File: src/rtl/spi_bus_arbiter.sv
// Two-master, one-slave arbiter for the pipelined register-bank bus.
// Master 0 is the SPI slave bridge, master 1 a local master. Round-robin
// priority on ties, grant locked for the whole cycle, and a watchdog that
// aborts a cycle whose strobes go unacknowledged for TIMEOUT cycles.
//
// Handshake: a master owns the bus from the registered grant until it drops
// cyc. While granted, every cycle with cyc and stb high is an accepted strobe
// (there is no stall). Each ack_i retires one outstanding strobe and is
// forwarded only to the granted master. A master that is not granted sees
// ack=0, err=0 and dat=0, and its strobes are ignored.
module spi_bus_arbiter #(
    parameter int WIDTH   = 8,
    parameter int MSB     = WIDTH - 1,
    parameter int ASB     = WIDTH - 2,
    parameter int TBITS   = 4,
    parameter int TIMEOUT = 12
) (
    input  logic           clk_i,
    input  logic           rst_i,
    input  logic           m0_cyc_i,
    input  logic           m0_stb_i,
    input  logic           m0_we_i,
    input  logic [ASB:0]   m0_adr_i,
    input  logic [MSB:0]   m0_dat_i,
    output logic           m0_ack_o,
    output logic           m0_err_o,
    output logic [MSB:0]   m0_dat_o,
    input  logic           m1_cyc_i,
    input  logic           m1_stb_i,
    input  logic           m1_we_i,
    input  logic [ASB:0]   m1_adr_i,
    input  logic [MSB:0]   m1_dat_i,
    output logic           m1_ack_o,
    output logic           m1_err_o,
    output logic [MSB:0]   m1_dat_o,
    output logic           cyc_o,
    output logic           stb_o,
    output logic           we_o,
    output logic [ASB:0]   adr_o,
    output logic [MSB:0]   dat_o,
    input  logic           ack_i,
    input  logic [MSB:0]   dat_i,
    output logic [1:0]     gnt_o,
    output logic           timeout_o
);

    typedef enum logic [1:0] {
        IDLE  = 2'd0,
        GNT0  = 2'd1,
        GNT1  = 2'd2,
        ABORT = 2'd3
    } state_t;

    // Counter value at the end of the last permitted stall cycle.
    localparam logic [TBITS-1:0] CNT_LAST = TBITS'(TIMEOUT - 1);

    state_t           state_q, state_d;
    logic             last_q, last_d;     // master served last (0 or 1)
    logic             owner_q, owner_d;   // master holding GNTx / ABORT
    logic [TBITS-1:0] cnt_q, cnt_d;       // stall cycles without ack
    logic [1:0]       outst_q, outst_d;   // outstanding strobes, max 2
    logic             err_q, err_d;       // error pulse for the aborted master
    logic             tmo_q, tmo_d;       // sticky timeout flag

    logic             own_cyc;
    logic             oth_cyc;
    logic             accept;
    logic             pending;
    logic [2:0]       outst_sum;

    assign timeout_o = tmo_q;

    // State and bookkeeping registers with synchronous reset.
    always_ff @(posedge clk_i) begin
        if (rst_i) begin
            state_q <= IDLE;
            last_q  <= 1'b1;
            owner_q <= 1'b0;
            cnt_q   <= '0;
            outst_q <= 2'd0;
            err_q   <= 1'b0;
            tmo_q   <= 1'b0;
        end else begin
            state_q <= state_d;
            last_q  <= last_d;
            owner_q <= owner_d;
            cnt_q   <= cnt_d;
            outst_q <= outst_d;
            err_q   <= err_d;
            tmo_q   <= tmo_d;
        end
    end

    // Next-state, watchdog and bus mux driven from the registered grant.
    always_comb begin
        state_d   = state_q;
        last_d    = last_q;
        owner_d   = owner_q;
        cnt_d     = cnt_q;
        outst_d   = outst_q;
        err_d     = 1'b0;
        tmo_d     = tmo_q;
        own_cyc   = 1'b0;
        oth_cyc   = 1'b0;
        accept    = 1'b0;
        pending   = 1'b0;
        outst_sum = 3'd0;
        cyc_o     = 1'b0;
        stb_o     = 1'b0;
        we_o      = 1'b0;
        adr_o     = '0;
        dat_o     = '0;
        m0_ack_o  = 1'b0;
        m1_ack_o  = 1'b0;
        m0_err_o  = 1'b0;
        m1_err_o  = 1'b0;
        m0_dat_o  = '0;
        m1_dat_o  = '0;
        gnt_o     = 2'b00;

        case (state_q)
            IDLE: begin
                cnt_d   = '0;
                outst_d = 2'd0;
                // Master 0 wins unless master 1 also asks and 0 was served last.
                if (m0_cyc_i && (!m1_cyc_i || last_q)) begin
                    state_d = GNT0;
                    owner_d = 1'b0;
                end else if (m1_cyc_i) begin
                    state_d = GNT1;
                    owner_d = 1'b1;
                end
            end

            GNT0, GNT1: begin
                if (state_q == GNT0) begin
                    gnt_o    = 2'b01;
                    cyc_o    = m0_cyc_i;
                    stb_o    = m0_stb_i;
                    we_o     = m0_we_i;
                    adr_o    = m0_adr_i;
                    dat_o    = m0_dat_i;
                    m0_ack_o = ack_i;
                    m0_dat_o = dat_i;
                    own_cyc  = m0_cyc_i;
                    oth_cyc  = m1_cyc_i;
                end else begin
                    gnt_o    = 2'b10;
                    cyc_o    = m1_cyc_i;
                    stb_o    = m1_stb_i;
                    we_o     = m1_we_i;
                    adr_o    = m1_adr_i;
                    dat_o    = m1_dat_i;
                    m1_ack_o = ack_i;
                    m1_dat_o = dat_i;
                    own_cyc  = m1_cyc_i;
                    oth_cyc  = m0_cyc_i;
                end

                if (!own_cyc) begin
                    // Release: hand straight over if the other master waits.
                    last_d  = owner_q;
                    cnt_d   = '0;
                    outst_d = 2'd0;
                    if (oth_cyc) begin
                        state_d = owner_q ? GNT0 : GNT1;
                        owner_d = ~owner_q;
                    end else begin
                        state_d = IDLE;
                    end
                end else begin
                    // Track outstanding strobes; the strobe on the bus this
                    // cycle already counts as waiting for its ack.
                    accept    = cyc_o & stb_o;
                    pending   = (outst_q != 2'd0) || accept;
                    outst_sum = {1'b0, outst_q} + {2'b00, accept};
                    if (ack_i && (outst_sum != 3'd0)) begin
                        outst_sum = outst_sum - 3'd1;
                    end
                    if (outst_sum > 3'd2) begin
                        outst_sum = 3'd2;
                    end
                    outst_d = outst_sum[1:0];

                    // An ack always wins over the watchdog in the same cycle.
                    if (ack_i) begin
                        cnt_d = '0;
                    end else if (pending) begin
                        if (cnt_q == CNT_LAST) begin
                            state_d = ABORT;
                            err_d   = 1'b1;
                            tmo_d   = 1'b1;
                            cnt_d   = '0;
                            outst_d = 2'd0;
                        end else begin
                            cnt_d = cnt_q + 1'b1;
                        end
                    end
                end
            end

            ABORT: begin
                // Bus is parked; late acks are swallowed until the master lets go.
                gnt_o    = owner_q ? 2'b10 : 2'b01;
                m0_err_o = err_q & ~owner_q;
                m1_err_o = err_q & owner_q;
                own_cyc  = owner_q ? m1_cyc_i : m0_cyc_i;
                cnt_d    = '0;
                outst_d  = 2'd0;
                if (!own_cyc) begin
                    state_d = IDLE;
                    last_d  = owner_q;
                end
            end

            default: begin
                state_d = IDLE;
            end
        endcase
    end

endmodule
File: config.mk
export PLATFORM = sky130hd
export DESIGN_NAME = spi_bus_arbiter
export DESIGN_NICKNAME = d
export VERILOG_FILES = /design/src/rtl/spi_bus_arbiter.sv
export SDC_FILE = /design/constraint.sdc
export NUM_CORES = 1
export LEC_CHECK = 0
export CAP_MARGIN = 20
export CORE_MARGIN = 8
export CORE_UTILIZATION = 37
export DETAILED_ROUTE_END_ITERATION = 12
export GPL_TIMING_DRIVEN = 0
export PLACE_DENSITY = 0.81
export SYNTH_ARGS = -nofsm -noshare
export SYNTH_HDL_FRONTEND = slang
export SYNTH_SLANG_ARGS = --single-unit
File: constraint.sdc
create_clock -name clk_i -period 2.9 [get_ports clk_i]
set_input_delay 0.435 -clock clk_i [delete_from_list [all_inputs] [get_ports clk_i]]
set_output_delay 0.435 -clock clk_i [all_outputs]
set_load 0.03 [all_outputs]
Word-level counts from Yosys, hierarchy flattened
Cells that the tools add are included.
- output and inout port bits: 41
- logic and storage cells: 109
- bits of input ports: 47
- bits in registers: 12
- bitwise gates (word level): 8
- magnitude comparators: 1
- reductions and logical operators: 17
- mux-type cells: 61
- $add $sub $neg: 3
- eq/ne operators: 12
- operators by type and width (operator ; count):
    $mux W8 ; 6
    $mux W2 ; 16
    $mux W1 ; 24
    $mux W4 ; 4
    $mux W7 ; 2
    $ne A3 B3 Y1 const B ; 4
    $reduce_and A5 Y1 ; 2
    $mux W3 ; 3
    $pmux W2 S2 ; 2
    $pmux W4 S2 ; 1
    $ne A2 B2 Y1 const B ; 3
    $pmux W2 S3 ; 1
    $reduce_bool A2 Y1 ; 3
    $not A1 Y1 ; 5
    $reduce_or A5 Y1 ; 1
    $add A4 B1 Y4 const B ; 1
    $eq A2 B2 Y1 const B ; 2
    $eq A4 B4 Y1 const B ; 1
    $ne A4 B4 Y1 const B ; 1
    $pmux W1 S2 ; 2
    $reduce_and A4 Y1 ; 1
    $reduce_or A2 Y1 ; 2
    $add A2 B1 Y3 ; 1
    $and A1 B1 Y1 ; 3
    9 further kinds ; 11

Depth between registers and ports, before layout
Gate-level depths: netlist (run 1).
- depth after elaboration: 17
- depth in mapped cells: 13
- depth with buffers taken out: 13

Worst setup path before layout (run 1)
No wires, ideal clock.
- path type: register to register
- start: register state_q[1]
- end: register outst_q[0]
- path buffers: 0
- setup slack: 0.327 ns
- cell stages (with the launch flop): 14
- arrival: 2.495 ns
- setup time: 0.078 ns
- required time: 2.822 ns
- cell sequence: dfxtp_1 inv_1 ha_1 mux2i_2 nor2_1 ha_1 ha_1 inv_1 ha_1 ha_1 nor2b_1 and3_1 o21ai_0 nor3_1
- cells in the longest elaborated chain, start to end: 17
- elaborated cells on any way between the ends: 26
- RTL lines (what ; RTL line ; source):
    start, declared ; 57 ; state_t state_q, state_d;
    start signal, assigned ; 84 ; state_q <= state_d;
    branches (longest 16 deep; another with $add A2 B1 Y3) ; n/a ;
    $pmux W2 S2 * ; 121 ; case (state_q)
    end signal, assigned ; 88 ; outst_q <= outst_d;
    end, declared ; 61 ; logic [1:0] outst_q, outst_d;
Every way passes the cells marked *. The select of a mux whose other input is x is not followed.
A chain may end at the register's enable or synchronous reset.

Worst setup path in the final report (run 1)
- start: register state_q[1]
- end: output port m0_ack_o
- cells in the longest elaborated chain, start to end: 3
- elaborated cells on any way between the ends: 5
- RTL lines (what ; RTL line ; source):
    $eq A2 B1 Y1 / $eq A2 B2 Y1 (equally long branches) ; 121, 136 ;
    $mux W1 / $reduce_or A2 Y1 (equally long branches) ; 136, 121 ;
    $mux W1 * ; 121 ;
    end, declared ; 25 ; output logic m0_ack_o,
Mark *: on every way between the ends. The rest lies on a longest branch, timed or not.

==> impl_metrics.yaml, run 1 <==
detailed_routing:
  drt_iter0_markers: 79
  dr.pass1.iters: 4
  dr_total_vias: 1573
  wl_mm: 4.64
  wl_per_cell_um: 15.0
  antenna_left: 0
  via_per_inst: 5.09
  drc_errors: 0
timing:
  fmaxAchievable_ghz: 0.365
  worst_pin_slew_ns: 0.391
  drv_slew: 0
  min_period_ns: 2.74
  finalSetupViolCount: 0
  rsz0062_at_grt: "false"
  period_share: 0.944
  holdWs_ns: 0.494
  final-hold-violation-count: 0
  setup_ws_ns: 0.162
  slew_headroom: 0.733
  fin_skew_ns: 0.00572
critical_path:
  cp-endpoint: "m0_ack_o"
  r2r_slack_ns: 0.23
  worstSetupStartpoint: "state_q[1]$_SDFFE_PP0P_"
  r2r_start: "state_q[1]$_SDFFE_PP0P_"
  critPathLaunchType: "flip-flop"
  worst_r2r_path_depth: 13
  arrival_ns: 2.30
  timing.rr.end: "outst_q[0]$_SDFF_PP0_"
  required_ns: 2.47
  crit_path_end_kind: "primary output"
  worstPathMaxFanout: 10
  crit_type: "flip-flop to primary output"
floorplan:
  core_area_mm2: 0.00363
  die_area_mm2: 0.00598
  start_util: 0.383
  ios: 88
  chipWidth_um: 77.3
  die_h_um: 77.3
  row_count: 22
final_layout:
  antenna_cells: 0
  multiInputGateArea_mm2: 0.00113
  final_cells: 309
  layout-drive-gt1-share: 0.142
  area_growth_pct: 74.4
  nFillCells: 322
  nets: 318
  seqCellArea_um2: 241
synthesis:
  synth_top_area_share: 0.173
  synth_area_leaders: "dfxtp_1 17%, mux2i_1 14%, and2_1 9.4%"
  async_flop_share: 0
  yosysUniqueCellTypes: 47
  syn_area_mm2: 0.00139
  yosys_warnings: 0
  synth_cells: 168
  post-synth-top-area-cell: "dfxtp_1"
  ys.flop_type: "dfxtp_1"
  synth_fp_nets: 224
  synth_seq_area_share: 0.173
  synth_seq_cells: 12
  synth_edf_count: 0
  synth_area_per_cell_um2: 8.28
clock_tree:
  ctsHtreeMaxLevel: 1
  cts-buffers-inserted: 3
  cts_tree: "done"
  clock_latency_ns: 0.25
  root_buffer: "clkbuf_8"
  clk_path_buf_depth: 2
  path_clk_slew_ns: 0.06
  clock_sinks: 12
  cts_hold_buf: 0
outcome:
  status: "complete, no violations"
grt:
  grt_max_degree: 11
  grt_usage: 0.152
  grt_pass1_wl_mm: 7.56
  antenna_found_initial: 0
  grt-ovfl-total: 0
  grt_pass1_vias: 1625
placement:
  place_ws_ns: -0.136
  hpwl_mm: 3.86
  dp.cells: 303
  gp_congestion: 0.833
  place.port_buffers: 87
pwr:
  ir_worst_vdd_v: 0.000398
  p_leak_nw: 1.07
  p_total_w: 0.00174
  powerDensity_mw_per_mm2: 716
worst_hold_path:
  hold_class: "flip-flop to flip-flop"
flow_run:
  max_cap_viol_count: 0
-- critical path: stages (launching register included) --
cell             delay (ns)
dfxtp_1                0.34
inv_2                  0.14
ha_4                   0.20
buf_2                  0.28
buf_4                  0.26
and2_1                 0.15
clkdlybuf4s50_1        0.67
-- state kept, by name (all words and copies together) (netlist names) --
signal     count
cnt_q          4
err_q          1
last_q         1
outst_q        2
owner_q        1
state_q        2
timeout_o      1
-- routing by layer --
metal  part of all wire  routed length, µm  track usage  vias up
li1                   -                  -            -      782
met1               0.38               1780        0.155      707
met2               0.48               2230        0.257       79
met3               0.13                598       0.0874        5
met4             0.0069                 32       0.0472        0
met5                  0                  0            0        -
-- cell families (layout without fill, tap and decap cells) --
kind of cell / Yosys count / count (layout) / synth area share
simple gates: 77 / 77 / 0.342
compound gates: 27 / 27 / 0.152
mux: 25 / 25 / 0.190
buf+inv: 17 / 110 / 0.0567
flops: 12 / 12 / 0.173
fa+ha+maj: 9 / 9 / 0.0809
xor+xnor: 1 / 1 / 0.00630
-- cell type report --
type	count	area share
buffer	7	0.0181
timing repair buffer	89	0.355
multi-input combinational	139	0.464
clock buffer	4	0.0227
tap	48	0.0248
inverter	10	0.0155
sequential	12	0.0995
-- synth_stat cells, drive strengths merged (2+ instances only) --
cell / instances
a211oi: 4
o21a: 2
o21ai: 6
nand3: 2
mux2i: 20
nor4b: 2
clkbuf: 2
nand4: 2
nor2b: 21
nand2: 4
or3: 2
mux2: 5
buf: 5
inv: 10
and3: 4
a31oi: 2
ha: 9
a21oi: 4
nor2: 11
nor3: 2
nor4: 2
and2: 21
nand2b: 2
dfxtp: 12
-- stage by stage --
stage	cell area (µm²)	setup TNS [ns]	utilization
final	2430	0	0.668
after global routing	2430	0	0.668
after CTS	2370	0	0.653
after detailed placement	2320	-2.07	0.639
after global placement	2320	-1.62	0.639
after floorplan	1390	0	-
-- cell usage in the layout (no fill, tap or decap), types with 7 or more instances in the layout --
| cell type | count |
|---|---|
| inv_1 | 9 |
| nor2b_1 | 20 |
| clkdlybuf4s50_1 | 61 |
| dfxtp_1 | 11 |
| and2_1 | 21 |
| ha_1 | 7 |
| dlymetal6s2s_1 | 7 |
| mux2i_1 | 18 |
| dlygate4sd2_1 | 9 |
| clkbuf_2 | 8 |
| nor2_1 | 11 |
-- timing repair --
action                                  4_1_cts  5_1_grt
endpoints found under the setup margin       28       20
setup buffers                                 0        2
gates resized for setup                      24       32
-- power breakdown --
group,switching (W),internal [W],total (W),leakage [nW]
Clock,0.0000738,0.000120,0.000194,0.0288
Sequential,0.0000314,0.000189,0.000220,0.0980
Combinational,0.000761,0.000563,0.00132,0.944
Total,0.000866,0.000872,0.00174,1.07
-- worst min-delay path by stage --
stage	startpoint	endpoint	slack [ns]	depth (start not counted)
finish	timeout_o$_SDFFE_PP0P_	timeout_o$_SDFFE_PP0P_	0.49	2
global route	timeout_o$_SDFFE_PP0P_	timeout_o$_SDFFE_PP0P_	0.58	2
CTS	timeout_o$_SDFFE_PP0P_	timeout_o$_SDFFE_PP0P_	0.50	2
detailed placement	timeout_o$_SDFFE_PP0P_	timeout_o$_SDFFE_PP0P_	0.48	2
global placement	timeout_o$_SDFFE_PP0P_	timeout_o$_SDFFE_PP0P_	0.46	2
floorplan	cnt_q[1]$_SDFFE_PP0P_	cnt_q[1]$_SDFFE_PP0P_	0.50	2
Power figures use the tool's default switching activity.
==> inputs of run 2 (changes only) <==
--- a/config.mk
+++ b/config.mk
@@ -10,7 +10,7 @@
 export CORE_UTILIZATION = 37
 export DETAILED_ROUTE_END_ITERATION = 12
 export GPL_TIMING_DRIVEN = 0
-export PLACE_DENSITY = 0.81
+export PLACE_DENSITY = 0.87
 export SYNTH_ARGS = -nofsm -noshare
 export SYNTH_HDL_FRONTEND = slang
 export SYNTH_SLANG_ARGS = --single-unit
==> run 2 against run 1 <==
  * Die area stayed put
  * Register-to-register slack worse by 0.14 ns
  * Count of clock-buffer cells in the layout stayed put
  * Via count is 2.9% lower
  * Utilization is 1.0 points lower
  * Sequential power is 4% lower
  * Clock skew is 0.0023 ns lower
  * Flip-flop and latch count stayed put
  * Global-route usage is 0.80 points lower
  * Critical endpoint is now outst_q[0]$_SDFF_PP0_
  * Largest power group unchanged
==> impl_metrics.yaml, run 2 (same netlist as run 1, synthesis figures left out) <==
detailed_routing:
  met1_length_mm: 1.67
  wl_met2_mm: 2.18
  wl_per_cell_um: 14.3
  dr.pass1.iters: 4
  drt_iter0_markers: 52
  dr_total_vias: 1527
  drc_errors: 0
  wl_met3_um: 536
  wl_mm: 4.40
  highest_layer: "met4"
  via_per_inst: 4.97
  antenna_left: 0
final_layout:
  nets: 316
  layout_commonest_cell: "clkdlybuf4s50_1"
  nFillCells: 319
  regMostFlops: "cnt_q"
  largest_reg_flops: 4
  multiInputGateArea_mm2: 0.00109
  area_growth_pct: 71.8
  antenna_cells: 0
  seqCellArea_um2: 240
  layout-drive-gt1-share: 0.116
  layout_common_cells: "61 x clkdlybuf4s50_1, 21 x and2_1, 20 x nor2b_1"
  reg_top3: "cnt_q: 4 flops, outst_q: 2 flops, state_q: 2 flops"
grt:
  grt_pass1_vias: 1575
  grt_usage: 0.144
  antenna_found_initial: 0
  grt_max_degree: 11
  grt-ovfl-total: 0
  grt_pass1_wl_mm: 7.26
flow_run:
  max_cap_viol_count: 0
clock_tree:
  ctsHtreeMaxLevel: 1
  cts_tree: "done"
  clock_latency_ns: 0.24
  cts-buffers-inserted: 3
  clock_sinks: 12
  postCtsSetupBuffers: 0
  clk_path_buf_depth: 2
  root_buffer: "clkbuf_8"
  path_clk_slew_ns: 0.06
floorplan:
  start_util: 0.383
  ios: 88
  die_area_mm2: 0.00598
  core_area_mm2: 0.00363
  die_h_um: 77.3
  chipWidth_um: 77.3
  row_count: 22
timing:
  slew_headroom: 0.753
  period_share: 0.968
  fmaxAchievable_ghz: 0.356
  finalSetupViolCount: 0
  drv_slew: 0
  rsz0062_at_grt: "true"
  min_period_ns: 2.81
  holdWs_ns: 0.487
  worst_pin_slew_ns: 0.362
  final-hold-violation-count: 0
  fin_skew_ns: 0.00338
critical_path:
  worstSetupStartpoint: "state_q[1]$_SDFFE_PP0P_"
  required_ns: 3.07
  arrival_ns: 2.97
  critPathLaunchType: "flip-flop"
  r2r_start: "state_q[1]$_SDFFE_PP0P_"
  worstPathMaxFanout: 5
  cpMostUsedCell: "ha_1"
  crit_path_end_kind: "flip-flop"
  path_delay_family: "adder cells"
  slowest_delay_ns: 0.33
  crit_path_cell_trace: "inv_1 > ha_1 > mux2i_2 > nor2_1 > ha_1 > ha_1 > inv_1 > ha_1 > ha_1 > nor2b_1 > and3_1 > o21ai_0 > nor3_1"
  critical_path.slowest_cell: "dfxtp_1"
  crit_type: "flip-flop to flip-flop"
  path_buf_inv: 2
pwr:
  p_total_w: 0.00170
  ir_worst_vdd_v: 0.000450
  p_leak_nw: 1.06
  powerDensity_mw_per_mm2: 709
outcome:
  status: "complete, no violations"
worst_hold_path:
  hold_start: "timeout_o$_SDFFE_PP0P_"
  hold_class: "flip-flop to flip-flop"
placement:
  gp_congestion: 0.805
  hpwl_mm: 3.79
  place.port_buffers: 87
run 2: power by group:
part	internal [W]	leakage [nW]	switching, W
Combinational	0.000550	0.935	0.000751
Clock	0.000120	0.0288	0.0000620
Sequential	0.000188	0.0976	0.0000245
Total	0.000858	1.06	0.000837
run 2: worst reg2reg max path, stage by stage, from the launching register on:
cell	delay, ns
dfxtp_1	0.33
inv_1	0.15
ha_1	0.31
mux2i_2	0.33
nor2_1	0.07
ha_1	0.19
ha_1	0.30
inv_1	0.06
ha_1	0.17
ha_1	0.19
nor2b_1	0.21
and3_1	0.22
o21ai_0	0.09
nor3_1	0.13
run 2: through the flow:
stage                     utilization  setup TNS [ns]  worst slack, ns  area (µm²)  cells
final                           0.658               0           0.0923        2390    307
after global routing            0.658          -0.147           -0.127        2390    307
after CTS                       0.654               0           0.0177        2370    307
after detailed placement        0.639           -1.65           -0.138        2320    303
after global placement          0.639           -1.64           -0.139        2320    303
after floorplan                     -               0            0.327        1390    168
run 2: what timing repair did:
| action | in CTS | in global routing |
|---|---|---|
| pin swaps | 0 | 0 |
| setup endpoints to repair | 27 | 20 |
| gates resized for setup | 25 | 23 |
| hold buffers | 0 | 0 |
| hold endpoints to repair | 0 | 0 |
run 2: final cells by class:
type	instances	area share
Sequential cell	12	0.101
Multi-Input combinational cell	139	0.458
Inverter	10	0.0157
Tap cell	48	0.0251
Buffer	7	0.0194
Clock buffer	4	0.0230
Timing Repair Buffer	87	0.358
run 2: path summary, 6_finish.rpt:
kind	cells past startpoint	slack, ns	endpoint
max	13	0.09	outst_q[0]$_SDFF_PP0_
min	2	0.49	timeout_o$_SDFFE_PP0P_
max reg2reg	13	0.09	outst_q[0]$_SDFF_PP0_
min reg2reg	2	0.49	timeout_o$_SDFFE_PP0P_
run 2: metal layers:
| metal | up-vias | global-route usage |
|---|---|---|
| li1 | 774 | - |
| met1 | 689 | 0.138 |
| met2 | 62 | 0.265 |
| met3 | 2 | 0.0862 |
| met4 | 0 | 0.0170 |
| met5 | - | 0 |
==> inputs of run 3 (changes only) <==
--- a/config.mk
+++ b/config.mk
@@ -7,10 +7,10 @@
 export LEC_CHECK = 0
 export CAP_MARGIN = 20
 export CORE_MARGIN = 8
-export CORE_UTILIZATION = 37
+export CORE_UTILIZATION = 30
 export DETAILED_ROUTE_END_ITERATION = 12
 export GPL_TIMING_DRIVEN = 0
-export PLACE_DENSITY = 0.87
+export PLACE_DENSITY = 0.74
 export SYNTH_ARGS = -nofsm -noshare
 export SYNTH_HDL_FRONTEND = slang
 export SYNTH_SLANG_ARGS = --single-unit
==> run 3 against run 2 <==
  * Sequential share of layout area rose by 0.090 points
  * Worst hold slack worse by 0.0020 ns
  * Utilization shrank 12 points
  * Combinational power is essentially flat
  * First-iteration DRC count increased by 56%
  * Power is 0.93% lower
  * Non-clock buffer count unchanged
  * Critical endpoint unchanged
  * Register-to-register slack improved by 0.03 ns
==> impl_metrics.yaml, run 3 (same netlist as run 1, synthesis figures left out) <==
outcome:
  status: "complete, no violations"
clock_tree:
  cts_hold_buf: 0
  clk_path_buf_depth: 2
  cts_tree: "done"
  path_clk_slew_ns: 0.06
  cts-buffers-inserted: 3
  clock_sinks: 12
  ctsHtreeMaxLevel: 1
  root_buffer: "clkbuf_8"
  clock_latency_ns: 0.24
detailed_routing:
  drt_iter0_markers: 81
  via_per_inst: 4.86
  drc_errors: 0
  dr.pass1.iters: 4
  wl_mm: 4.43
  wl_per_cell_um: 14.2
  dr_total_vias: 1512
  antenna_left: 0
floorplan:
  die_h_um: 84.1
  core_area_mm2: 0.00441
  row_count: 24
  chipWidth_um: 84.1
  die_area_mm2: 0.00707
  start_util: 0.315
  ios: 88
critical_path:
  path_delay_family: "adder cells"
  crit_path_end_kind: "flip-flop"
  path_buf_inv: 2
  arrival_ns: 2.94
  critical_path.slowest_cell: "clkdlybuf4s50_1"
  critPathLaunchType: "primary input"
  cpMostUsedCell: "ha_1"
  crit_path_cell_trace: "clkdlybuf4s50_1 > mux2i_2 > nor2_1 > ha_1 > ha_1 > inv_1 > ha_1 > ha_1 > nor2b_1 > and3_1 > o21ai_0 > nor3_1"
  required_ns: 3.06
  worstPathMaxFanout: 9
  crit_type: "primary input to flip-flop"
  slowest_delay_ns: 0.57
pwr:
  p_seq_frac: 0.127
  pwr-share-clk: 0.111
  powerDensity_mw_per_mm2: 709
  p_leak_nw: 1.07
  ir_worst_vdd_v: 0.000372
  p_comb_frac: 0.762
  p_int_w: 0.000842
  p_sw_w: 0.000837
  swShare: 0.498
timing:
  worst_pin_slew_ns: 0.337
  tns_ns: 0
  min_period_ns: 2.79
  final-hold-violation-count: 0
  drv_slew: 0
  fin_skew_ns: 0.00342
  finalSetupViolCount: 0
  fmaxAchievable_ghz: 0.359
  slew_headroom: 0.769
  rsz0062_at_grt: "true"
  period_share: 0.961
final_layout:
  final_cells: 311
  area_growth_pct: 70.2
  layout_commonest_cell: "clkdlybuf4s50_1"
  nets: 316
  regMostFlops: "cnt_q"
  antenna_cells: 0
  largest_reg_flops: 4
  nFillCells: 425
  final_area_mm2: 0.00237
  reg_top3: "cnt_q: 4 flops, outst_q: 2 flops, state_q: 2 flops"
  layout-drive-gt1-share: 0.143
  layout_common_cells: "60 x clkdlybuf4s50_1, 21 x and2_1, 20 x nor2b_1"
grt:
  antenna_found_initial: 0
  grt_use_met2: 0.213
  use_met1: 0.128
  grt_usage: 0.124
  grt-ovfl-total: 0
  grt_busiest_layer: "met2"
  use_met3: 0.0703
  grt_max_degree: 11
  grt_pass1_vias: 1650
  grt_pass1_wl_mm: 7.47
flow_run:
  max_cap_viol_count: 0
placement:
  dp.cells: 307
  hpwl_mm: 3.80
  gp_congestion: 0.751
  place.port_buffers: 87
  dpl-instance-area_mm2: 0.00233
worst_hold_path:
  hold_class: "flip-flop to flip-flop"
-- run 3: timing repair --
item                                    4_1_cts  5_1_grt
pin swaps                                     0        0
buffers inserted                              0        0
gates resized for setup                      24       31
endpoints found under the setup margin       27       20
-- run 3: final cells by class --
class / count / area, µm² / share of cell area
inverters: 10 / 37.5 / 0.0158
well taps: 52 / 65.1 / 0.0275
clock buffers: 4 / 55.1 / 0.0232
flip-flops and latches: 12 / 240 / 0.101
plain buffers: 7 / 43.8 / 0.0185
repair buffers: 87 / 830 / 0.350
multi-input cells: 139 / 1100 / 0.463
-- run 3: worst paths after layout --
| path | from | endpoint | slack (ns) | depth (start not counted) |
|---|---|---|---|---|
| min reg2reg | timeout_o$_SDFFE_PP0P_ | timeout_o$_SDFFE_PP0P_ | 0.49 | 2 |
| max reg2reg | state_q[1]$_SDFFE_PP0P_ | outst_q[0]$_SDFF_PP0_ | 0.12 | 13 |
| min | timeout_o$_SDFFE_PP0P_ | timeout_o$_SDFFE_PP0P_ | 0.49 | 2 |
| max | m1_cyc_i | outst_q[0]$_SDFF_PP0_ | 0.11 | 12 |
-- run 3: worst register-to-register path, stage by stage, from the launching register on --
cell	delay, ns
dfxtp_1	0.33
inv_1	0.14
ha_2	0.28
mux2i_4	0.32
nor2_1	0.08
ha_1	0.18
ha_1	0.28
inv_1	0.05
ha_1	0.17
ha_1	0.19
nor2b_1	0.20
and3_1	0.23
o21ai_0	0.09
nor3_1	0.16
-- run 3: layer usage --
layer / wire length (µm) / vias to the layer above
li1: - / 773
met4: 38 / 0
met3: 494 / 4
met2: 2130 / 53
met1: 1770 / 682
met5: 0 / -
-- run 3: through the flow --
stage                util  hold slack (ns)  worst slack [ns]  total power, W
floorplan               -            0.503             0.327         0.00107
detailed placement  0.527            0.472            -0.165         0.00157
global route        0.537            0.580            -0.166         0.00180
finish              0.537            0.485             0.112         0.00168
global placement    0.527            0.473            -0.116         0.00156
CTS                 0.539            0.486            0.0108         0.00172
-- run 3: power groups by stage --
| stage | Sequential, W | Clock [W] | Combinational (W) |
|---|---|---|---|
| 3_3_place_gp | 0.000215 | 0 | 0.00134 |
| 4_1_cts | 0.000213 | 0.000190 | 0.00132 |
| 2_1_floorplan | 0.000209 | 0 | 0.000861 |
| 6_report | 0.000214 | 0.000187 | 0.00128 |
| 5_1_grt | 0.000218 | 0.000198 | 0.00138 |
| 3_5_place_dp | 0.000216 | 0 | 0.00135 |
